<file path="src/rtl/e203_icb_arbt_wrr.sv">
// N-to-1 ICB command arbiter: weighted round-robin grant, lock-hold, in-order response-ID FIFO.
// Define ICB_ARBT_ZERO_CYCLE_RSP_EN to route a response that arrives with the command while the FIFO is empty.
module e203_icb_arbt_wrr #(
    parameter int AW         = 32,
    parameter int DW         = 32,
    parameter int USR_W      = 1,
    parameter int ARBT_NUM   = 4,
    parameter int ARBT_PTR_W = 2,
    parameter int WEIGHT_W   = 3,
    parameter int FIFO_DEPTH = 4,
    parameter int CNT_W      = 3
) (
    input  logic                        clk,
    input  logic                        rst,
    input  logic [ARBT_NUM*WEIGHT_W-1:0] arbt_weight,

    input  logic [ARBT_NUM-1:0]         i_bus_icb_cmd_valid,
    output logic [ARBT_NUM-1:0]         i_bus_icb_cmd_ready,
    input  logic [ARBT_NUM-1:0]         i_bus_icb_cmd_read,
    input  logic [ARBT_NUM-1:0]         i_bus_icb_cmd_lock,
    input  logic [ARBT_NUM*AW-1:0]      i_bus_icb_cmd_addr,
    input  logic [ARBT_NUM*DW-1:0]      i_bus_icb_cmd_wdata,
    input  logic [ARBT_NUM*DW/8-1:0]    i_bus_icb_cmd_wmask,
    input  logic [ARBT_NUM*2-1:0]       i_bus_icb_cmd_size,
    input  logic [ARBT_NUM*USR_W-1:0]   i_bus_icb_cmd_usr,

    output logic [ARBT_NUM-1:0]         i_bus_icb_rsp_valid,
    input  logic [ARBT_NUM-1:0]         i_bus_icb_rsp_ready,
    output logic [ARBT_NUM-1:0]         i_bus_icb_rsp_err,
    output logic [ARBT_NUM*DW-1:0]      i_bus_icb_rsp_rdata,
    output logic [ARBT_NUM*USR_W-1:0]   i_bus_icb_rsp_usr,

    output logic                        o_icb_cmd_valid,
    input  logic                        o_icb_cmd_ready,
    output logic                        o_icb_cmd_read,
    output logic [AW-1:0]               o_icb_cmd_addr,
    output logic [DW-1:0]               o_icb_cmd_wdata,
    output logic [DW/8-1:0]             o_icb_cmd_wmask,
    output logic [1:0]                  o_icb_cmd_size,
    output logic                        o_icb_cmd_lock,
    output logic [USR_W-1:0]            o_icb_cmd_usr,

    input  logic                        o_icb_rsp_valid,
    output logic                        o_icb_rsp_ready,
    input  logic                        o_icb_rsp_err,
    input  logic [DW-1:0]               o_icb_rsp_rdata,
    input  logic [USR_W-1:0]            o_icb_rsp_usr,

    output logic [CNT_W-1:0]            o_outs_cnt,
    output logic [ARBT_PTR_W-1:0]       arbt_cur_id
);

    localparam int MW   = DW / 8;
    localparam int HW   = WEIGHT_W + 1;
    localparam int FP_W = (FIFO_DEPTH > 1) ? $clog2(FIFO_DEPTH) : 1;

    logic [ARBT_PTR_W-1:0] cur_ptr;
    logic [HW-1:0]         hold_cnt;
    logic                  locked;

    logic [ARBT_PTR_W-1:0] fifo_mem [FIFO_DEPTH];
    logic [FP_W-1:0]       wr_ptr;
    logic [FP_W-1:0]       rd_ptr;
    logic [CNT_W-1:0]      outs_cnt;

    logic [ARBT_NUM-1:0]   grant;
    logic [ARBT_PTR_W-1:0] grant_id;
    logic [ARBT_PTR_W:0]   scan_sum;
    logic [ARBT_PTR_W-1:0] scan_id;

    // Lowest offset from cur_ptr wins, so the loop runs from the farthest offset down.
    always_comb begin
        grant    = '0;
        grant_id = cur_ptr;
        scan_sum = '0;
        scan_id  = '0;
        if (locked) begin
            grant[cur_ptr] = i_bus_icb_cmd_valid[cur_ptr];
        end else begin
            for (int k = ARBT_NUM - 1; k >= 0; k--) begin
                scan_sum = {1'b0, cur_ptr} + (ARBT_PTR_W+1)'(k);
                if (scan_sum >= (ARBT_PTR_W+1)'(ARBT_NUM))
                    scan_sum = scan_sum - (ARBT_PTR_W+1)'(ARBT_NUM);
                scan_id = scan_sum[ARBT_PTR_W-1:0];
                if (i_bus_icb_cmd_valid[scan_id]) begin
                    grant          = '0;
                    grant[scan_id] = 1'b1;
                    grant_id       = scan_id;
                end
            end
        end
    end

    always_comb begin
        o_icb_cmd_read  = 1'b0;
        o_icb_cmd_lock  = 1'b0;
        o_icb_cmd_addr  = '0;
        o_icb_cmd_wdata = '0;
        o_icb_cmd_wmask = '0;
        o_icb_cmd_size  = '0;
        o_icb_cmd_usr   = '0;
        for (int i = 0; i < ARBT_NUM; i++) begin
            o_icb_cmd_read  = o_icb_cmd_read  | (grant[i] & i_bus_icb_cmd_read[i]);
            o_icb_cmd_lock  = o_icb_cmd_lock  | (grant[i] & i_bus_icb_cmd_lock[i]);
            o_icb_cmd_addr  = o_icb_cmd_addr  | ({AW{grant[i]}}    & i_bus_icb_cmd_addr[i*AW +: AW]);
            o_icb_cmd_wdata = o_icb_cmd_wdata | ({DW{grant[i]}}    & i_bus_icb_cmd_wdata[i*DW +: DW]);
            o_icb_cmd_wmask = o_icb_cmd_wmask | ({MW{grant[i]}}    & i_bus_icb_cmd_wmask[i*MW +: MW]);
            o_icb_cmd_size  = o_icb_cmd_size  | ({2{grant[i]}}     & i_bus_icb_cmd_size[i*2 +: 2]);
            o_icb_cmd_usr   = o_icb_cmd_usr   | ({USR_W{grant[i]}} & i_bus_icb_cmd_usr[i*USR_W +: USR_W]);
        end
    end

    logic                  fifo_empty;
    logic                  fifo_full;
    logic [ARBT_PTR_W-1:0] head_id;
    logic                  fifo_pop;
    logic                  fifo_push;
    logic                  cmd_room;
    logic                  cmd_hsk;
    logic                  byp_hsk;
    logic [ARBT_PTR_W-1:0] rsp_id;
    logic                  rsp_en;

    assign fifo_empty = (outs_cnt == '0);
    assign fifo_full  = (outs_cnt == CNT_W'(FIFO_DEPTH));
    assign head_id    = fifo_mem[rd_ptr];

    // A pop in the same cycle frees the slot for a command when full.
    assign fifo_pop = o_icb_rsp_valid & ~fifo_empty & i_bus_icb_rsp_ready[head_id];
    assign cmd_room = ~fifo_full | fifo_pop;

    assign o_icb_cmd_valid     = (|grant) & cmd_room;
    assign i_bus_icb_cmd_ready = grant & {ARBT_NUM{o_icb_cmd_ready & cmd_room}};
    assign cmd_hsk             = o_icb_cmd_valid & o_icb_cmd_ready;

`ifdef ICB_ARBT_ZERO_CYCLE_RSP_EN
    assign rsp_id  = fifo_empty ? grant_id : head_id;
    assign rsp_en  = fifo_empty ? cmd_hsk : 1'b1;
    assign byp_hsk = fifo_empty & cmd_hsk & o_icb_rsp_valid & i_bus_icb_rsp_ready[grant_id];
`else
    assign rsp_id  = head_id;
    assign rsp_en  = ~fifo_empty;
    assign byp_hsk = 1'b0;
`endif

    assign fifo_push = cmd_hsk & ~byp_hsk;

    always_comb begin
        i_bus_icb_rsp_valid         = '0;
        i_bus_icb_rsp_valid[rsp_id] = o_icb_rsp_valid & rsp_en;
    end

    assign o_icb_rsp_ready     = rsp_en & i_bus_icb_rsp_ready[rsp_id];
    assign i_bus_icb_rsp_err   = {ARBT_NUM{o_icb_rsp_err}};
    assign i_bus_icb_rsp_rdata = {ARBT_NUM{o_icb_rsp_rdata}};
    assign i_bus_icb_rsp_usr   = {ARBT_NUM{o_icb_rsp_usr}};

    logic [WEIGHT_W-1:0]   grant_weight;
    logic [HW-1:0]         hold_next;
    logic [ARBT_PTR_W-1:0] next_id;

    assign grant_weight = arbt_weight[grant_id*WEIGHT_W +: WEIGHT_W];
    assign hold_next    = (grant_id == cur_ptr) ? (hold_cnt + HW'(1)) : HW'(1);
    assign next_id      = (grant_id == ARBT_PTR_W'(ARBT_NUM - 1)) ? '0 : (grant_id + ARBT_PTR_W'(1));

    always_ff @(posedge clk) begin
        if (rst) begin
            cur_ptr  <= '0;
            hold_cnt <= '0;
            locked   <= 1'b0;
            wr_ptr   <= '0;
            rd_ptr   <= '0;
            outs_cnt <= '0;
        end else begin
            if (cmd_hsk) begin
                if (o_icb_cmd_lock) begin
                    locked  <= 1'b1;
                    cur_ptr <= grant_id;
                end else begin
                    locked <= 1'b0;
                    if (hold_next > {1'b0, grant_weight}) begin
                        cur_ptr  <= next_id;
                        hold_cnt <= '0;
                    end else begin
                        cur_ptr  <= grant_id;
                        hold_cnt <= hold_next;
                    end
                end
            end
            if (fifo_push)
                wr_ptr <= (wr_ptr == FP_W'(FIFO_DEPTH - 1)) ? '0 : (wr_ptr + FP_W'(1));
            if (fifo_pop)
                rd_ptr <= (rd_ptr == FP_W'(FIFO_DEPTH - 1)) ? '0 : (rd_ptr + FP_W'(1));
            if (fifo_push & ~fifo_pop)
                outs_cnt <= outs_cnt + CNT_W'(1);
            else if (fifo_pop & ~fifo_push)
                outs_cnt <= outs_cnt - CNT_W'(1);
        end
    end

    always_ff @(posedge clk) begin
        if (fifo_push)
            fifo_mem[wr_ptr] <= grant_id;
    end

    assign o_outs_cnt  = outs_cnt;
    assign arbt_cur_id = cur_ptr;

endmodule
</file>
<file path="config.mk">
export PLATFORM = sky130hd
export DESIGN_NAME = e203_icb_arbt_wrr
export DESIGN_NICKNAME = d
export VERILOG_FILES = /design/src/rtl/e203_icb_arbt_wrr.sv
export SDC_FILE = /design/constraint.sdc
export NUM_CORES = 1
export LEC_CHECK = 0
export CAP_MARGIN = 20
export CORE_AREA = 2 2 223 225
export CTS_BUF_LIST = sky130_fd_sc_hd__clkbuf_8
export CTS_CLUSTER_SIZE = 16
export DETAILED_ROUTE_END_ITERATION = 7
export DIE_AREA = 0 0 225 227
export PLACE_DENSITY_LB_ADDON = 0.08
export RECOVER_POWER = 50
export SLEW_MARGIN = 25
export SYNTH_ARGS = -nofsm -noshare
export SYNTH_HDL_FRONTEND = slang
export SYNTH_SLANG_ARGS = --single-unit
</file>
<file path="constraint.sdc">
create_clock -name clk -period 6.5 [get_ports clk]
set_clock_uncertainty 0.1 [all_clocks]
set_input_delay 1.3 -clock clk [delete_from_list [all_inputs] [get_ports clk]]
set_output_delay 1.3 -clock clk [all_outputs]
set_load 0.02 [all_outputs]
</file>
; ---- Word level (Yosys, flattened, before mapping)
; Memory sizes are Yosys's and may differ from the RTL's. A register that Yosys moved wholly into a read port is not among the register bits.
; Cells that the tools add are included.
[word_totals]
regBits = 14
latchBits = 0
mem_bits_rw = 8
rom_bits = 0
inputBits = 350
output_inout_bits = 224
wordCells = 176
memories = 1
[memory_table]
columns = memory, words, width, read_ports, rd_clocked_by_memory_dff, wr, line
row1 = fifo_mem, 4, 2, 1, 1, 1, 61  ; logic [ARBT_PTR_W-1:0] fifo_mem [FIFO_DEPTH];
[classes]
n_addsub = 13
n_mul = 1
div_mod_pow = 0
n_lt_le_gt_ge = 17
eq_ne = 5
n_shift = 1
n_mux = 56
bitwise_logic = 66
reduce_logical = 10
[op_table]
columns = op, n
row1 = 32-bit bitwise AND, 8
row2 = 32-bit bitwise OR, 6
row3 = 2-bit 2-to-1 mux, 20
row4 = 4-bit bitwise AND, 7
row5 = 4-bit 2-to-1 mux, 7
row6 = 1-bit bitwise AND, 20
row7 = "2-bit by 3-bit less-than comparator with 1-bit output, second input constant", 6
row8 = 1-bit 2-to-1 mux, 15
row9 = 1-bit binary-select mux with 2-bit select, 6
row10 = 1-bit demux with 2-bit select, 6
row11 = "2-bit by 1-bit >= comparator with 1-bit output, second input constant", 6
row12 = 4-bit bitwise OR, 3
row13 = 12-bit by 5-bit variable part select with 3-bit output, 1
row14 = 1-bit bitwise OR, 10
row15 = "3-bit >= comparator, second input constant", 3
row16 = 2-bit bitwise AND, 4
row17 = "2-bit by 1-bit subtractor with 2-bit output, second input constant", 4
row18 = "2-bit by 1-bit adder with 2-bit output, second input constant", 3
row19 = "2-bit by 2-bit adder with 3-bit output, second input constant", 2
row20 = "2-bit equality test, second input constant", 3
row21 = 1-bit logical AND, 6
row22 = 3-bit 2-to-1 mux, 2
row23 = 2-bit bitwise OR, 3
row24 = 1-bit NOT, 5
row25 = 13 further kinds, 13

; ---- Depth between registers and ports, before layout
; Gate-level depths: netlist of the first run.
[depth]
depth_word = 20
mapped_depth = 18

; ---- Least setup slack after synthesis of the first run
; No wires, ideal clock.
[synth_path]
path_type = input to register
start = input i_bus_icb_cmd_valid[3]
end = register cur_ptr[0] (netlist: arbt_cur_id[0])
setup_ns = 0.123
arrival_ns = 5.057
required_ns = 6.277
slack_ns = 1.219
path_stages = 15
path_buffers = 1
cell_sequence = mux4_2 > buf_2 > nor2_1 > o21ai_2 > xnor2_2 > mux4_2 > inv_1 > ha_1 > nor2b_1 > o21a_1 > o21ai_0 > and2_1 > a2111oi_4 > mux2i_1 > mux2_1
[synth_via]
elab_chain_len = 12
elab_cells_between_ends = 41
[synth_rtl]
columns = element, line
row1 = "start, declared", 17  ; input logic [ARBT_NUM-1:0] i_bus_icb_cmd_valid,
row2 = 1-bit binary-select mux with 2-bit select, 85  ; if (i_bus_icb_cmd_valid[scan_id]) begin
row3 = 1-bit 2-to-1 mux (not written as such), 85
row4 = 2-bit 2-to-1 mux (3 in a row), 85
row5 = 2-bit 2-to-1 mux (*), 85
row6 = 2-bit 2-to-1 mux (*), 77  ; if (locked) begin
row7 = net grant_id[0], 67  ; logic [ARBT_PTR_W-1:0] grant_id;
row8 = 2-bit by 2-bit multiplier with 4-bit output / 2-bit equality test (equally long branches), "162, 163"
row9 = 12-bit by 5-bit variable part select with 3-bit output / 4-bit 2-to-1 mux (equally long branches), "162, 163"
row10 = 4-bit by 3-bit greater-than comparator with 1-bit output, 181  ; if (hold_next > {1'b0, grant_weight}) begin
row11 = 2-bit 2-to-1 mux, 181
row12 = 2-bit 2-to-1 mux (*), 176  ; if (o_icb_cmd_lock) begin
row13 = "end signal, assigned", 178  ; cur_ptr <= grant_id;
row14 = "end signal, assigned", 182  ; cur_ptr <= next_id;
row15 = "end signal, assigned", 185  ; cur_ptr <= grant_id;
row16 = "end, declared", 57  ; logic [ARBT_PTR_W-1:0] cur_ptr;
; Mark *: on every way through the listed nets, which the timed path passes. The rest lies on a longest branch. The select of a mux whose other input is x is not followed.
; A chain may end at the register's enable or synchronous reset.

; ---- Final worst setup path of the first run
[layout_path]
start = input i_bus_icb_cmd_valid[3]
end = output o_icb_cmd_wdata[26]
[layout_via]
elab_chain_len = 11
elab_cells_between_ends = 23
[layout_rtl]
columns = element, line
row1 = 1-bit binary-select mux with 2-bit select, 85
row2 = 1-bit 2-to-1 mux (not written as such), 85
row3 = 4-bit 2-to-1 mux (4 in a row), 85
row4 = 4-bit 2-to-1 mux (*), 77
row5 = 32-bit bitwise AND, 106  ; o_icb_cmd_wdata = o_icb_cmd_wdata | ({DW{grant[i]}} & i_bus_icb_cmd_wdata[i*DW +: DW]);
row6 = 32-bit bitwise OR (2 in a row), 106
row7 = 32-bit bitwise OR (*), 106
row8 = "end, declared", 37  ; output logic [DW-1:0] o_icb_cmd_wdata,
; Every way passes the cells marked *; elsewhere a longest branch is shown, timed or not. The select of a mux whose other input is x is not followed.

==> results of run 1 <==
## cells by family (layout without fill, tap and decap cells)
group,after synthesis,in the layout,synth area share [%]
XOR/XNOR,5,5,1.15
flip-flops,24,24,12.5
other,0,1,0
AND/OR/NAND/NOR,217,217,20.9
buffers and inverters,188,437,28.2
AO/OA/AOI/OAI,127,127,25.6
adder cells (fa/ha/maj),18,18,5.20
multiplexers,15,15,6.44
## metrics by stage
stage	setup WS (ps)	total power [W]	hold WS [ps]
after floorplan	1220	0.00296	363
after global placement	332	0.00533	399
after detailed placement	313	0.00526	388
after CTS	311	0.00542	403
after global routing	66.6	0.00570	436
final	391	0.00526	397
## path summary, 6_finish.rpt
path	to	slack (ps)
max	o_icb_cmd_wdata[26]	390
min	rd_ptr[0]$_SDFFE_PP0P_	400
max reg2reg	arbt_cur_id[0]$_SDFFE_PP0P_	1700
min reg2reg	rd_ptr[0]$_SDFFE_PP0P_	400
## layer usage
| layer | GRT usage (%) | vias up |
|---|---|---|
| met3 | 3.87 | 47 |
| met1 | 10.8 | 2543 |
| met4 | 2.44 | 2 |
| met5 | 0 | - |
| met2 | 20.5 | 321 |
| li1 | - | 2565 |
## synth_stat cells (all sizes together), types with 8 or more instances
cell type,instances
nand2,155
buf,151
a222oi,72
clkbuf,23
nor2,19
ha,17
dfxtp,16
a21oi,15
inv,14
mux4,10
and2,8
edfxtp,8
o21ai,8
## state kept, by name, indices dropped and copies added (netlist names), named ones only
register and cells:
rd_ptr 2, arbt_cur_id 2, fifo_mem 8, locked 1, hold_cnt 4, wr_ptr 2, o_outs_cnt 3
## cells in the final DEF (no fill, tap or decap), types with 2 or more instances in the layout
cell | Yosys | routed
clkdlybuf4s50_1 | 0 | 402
o2111ai_1 | 2 | 2
nor3_1 | 4 | 4
a221oi_1 | 2 | 2
clkbuf_8 | 0 | 3
nand3b_1 | 3 | 3
o21ai_0 | 7 | 7
nor2b_1 | 3 | 3
buf_4 | 136 | 9
xor2_1 | 3 | 3
ha_1 | 17 | 17
nor2_1 | 19 | 19
dfxtp_1 | 16 | 16
nand4_1 | 2 | 2
or3_1 | 3 | 3
a32oi_1 | 2 | 2
mux4_2 | 7 | 7
a222oi_1 | 72 | 72
edfxtp_1 | 8 | 8
nand3_1 | 3 | 3
buf_12 | 0 | 8
nor3b_1 | 4 | 4
a22oi_1 | 4 | 4
a32o_4 | 0 | 2
nand2b_1 | 3 | 3
and3_1 | 2 | 2
mux4_1 | 3 | 3
o211ai_1 | 2 | 2
a21oi_1 | 15 | 15
o22a_1 | 2 | 2
and2_1 | 8 | 8
mux2i_1 | 4 | 4
inv_1 | 13 | 13
nand2_1 | 155 | 155
## worst reg2reg max path, delay by kind of cell, from the launching register on
kind,cells,cell delay [ps]
flip-flops,1,320
AND/OR/NAND/NOR,3,500
AO/OA/AOI/OAI,4,960
adder cells (fa/ha/maj),2,560
buffers and inverters,3,470
XOR/XNOR,1,270
multiplexers,4,1530
## area by class of cell
| type | count | area share (%) |
|---|---|---|
| Timing Repair Buffer | 419 | 50.6 |
| Multi-Input combinational cell | 382 | 31.9 |
| Tap cell | 622 | 9.27 |
| Sequential cell | 24 | 6.67 |
| Inverter | 14 | 0.626 |
| Clock buffer | 3 | 0.492 |
| Clock inverter | 1 | 0.358 |
| Antenna cell | 1 | 0.0298 |
## power by group through the flow
stage	Clock, W	Combinational [W]	Sequential, W
after floorplan	0	0.00270	0.000265
after global placement	0	0.00507	0.000252
after detailed placement	0	0.00501	0.000252
after CTS	0.000142	0.00503	0.000249
after global routing	0.000147	0.00530	0.000254
final	0.000134	0.00488	0.000248
==> impl_metrics.ini, run 1 <==
[run_status]
status = finished, final reports clean

[clocking]
cts_root_buf = clkbuf_8
hold_buffers = 0
clk_pin_slew_ps = 90
htreeDepth = 1
clock_path_buffers = 2
cts_resized = 0
cts_sinks = 24
cts_tree = done
cts_made_buffers = 3
postCtsSetupBuffers = 0
worstSkewPairLatency_ps = 270

[route]
vias = 5478
drtIter0Drc = 363
viasPerCell = 3.74
drc = 0
top_layer = met5
ant_nets = 0
routedWlPerCell_um = 20.4
wl_met2_um = 16200
route.met3.wl_um = 3020
wl_met1_um = 10000
routed_wl_um = 29800
drtPass1Iterations = 6

[yosys]
syn_inst = 594
yosysWarnings = 0
syn_nets = 962
synthesis.area_um2 = 4470
netlist.area_leader.share_pct = 22.8
syn_avg_cell_area_um2 = 7.53
synth-edff-count = 8
yosys.area.top_type = buf_4
async_flop_share_pct = 0
ys_seq_area_share_pct = 12.5
synth_cell_types = 63
ys_ff_latch = 24
yosys-top-cells-area = buf_4 23%, a222oi_1 16%, nand2_1 13%, dfxtp_1 7.2%, edfxtp_1 5.4%
synth-main-ff-cell = dfxtp_1

[pwr]
peakVddDrop_v = 0.000198
switching_share_pct = 53.5
p_leak_nw = 3.07
seqPwrFrac_pct = 4.7
internal_power_w = 0.00245
p_clk_share_pct = 2.5
combPwrFrac_pct = 92.7
p_per_area_nw_per_um2 = 627
power_switching_w = 0.00281

[floorplanning]
num_rows = 81
dieHeight_um = 227
ioPinCount = 574
die_w_um = 225
core-area_um2 = 48500
dieArea_um2 = 51100
start_util_pct = 9.21

[finish]
stdcell_area_um2 = 8400
fill_cells = 5525
layout.nets = 1212
area_delta_synth_final_pct = 87.8
seqCellArea_um2 = 561
layout.cells.non_filler = 1466
drive_gt1_share_pct = 4.86
utilization_pct = 17.3
multiInputGateArea_um2 = 2680

[critical_path]
critPathLaunch = i_bus_icb_cmd_valid[3]
path_buf_inv = 3
worst-path-stages = 9
crit_path_frequent_cell = clkdlybuf4s50_1
crit_required_ps = 5100
slowest_stage = clkdlybuf4s50_1
worstPathArrival_ps = 4710
r2r_cells = 17
r2r-start = arbt_cur_id[0]$_SDFFE_PP0P_
path_cells = clkdlybuf4s50_1 > mux4_2 > or2_2 > a221oi_1 > or2_4 > buf_12 > a222oi_1 > nand2_1 > clkdlybuf4s50_1
cpLargestDelayFamily = buffers and inverters
endpoint_kind = primary output
worstSetupPathType = input port to primary output
crit_fanout = 42
slowest_delay_ps = 700
start_kind = input port

[sta]
post-route-period-util_pct = 94.0
timing.fmax_mhz = 164
tns_ps = 0
finalMaxSlewViolations = 0
fin_crit_ps = 6110
tightest_slew_ps = 758
slew_headroom_pct = 49.4
setup_violations = 0
finalHoldViolCount = 0
rsz0062_at_grt = false

[placement]
port_buffers = 403
dp_hpwl_um = 24700
place_congestion = 0.734
placed_area_um2 = 8330
place_inst = 1461

[run]
maxCapViolCount = 0

[grt]
grt_pass1_vias = 5798
grt_max_degree = 55
gr-usage-all-layers_pct = 10.6
antenna_found_initial = 2
grt_overflow_total = 0
grt_pass1_wl_um = 40000

[min_path]
holdCritPathClass = register to register
hp-start = rd_ptr[0]$_SDFFE_PP0P_
min_path_cells = 2
Power figures use the tool's default switching activity.
==> inputs of run 2 (changes only) <==
--- a/config.mk
+++ b/config.mk
@@ -17,3 +17,4 @@
 export SYNTH_ARGS = -nofsm -noshare
 export SYNTH_HDL_FRONTEND = slang
 export SYNTH_SLANG_ARGS = --single-unit
+export TNS_END_PERCENT = 1
==> results of run 2 <==
The final DEF is identical to that of run 1; final timing and power are the same.
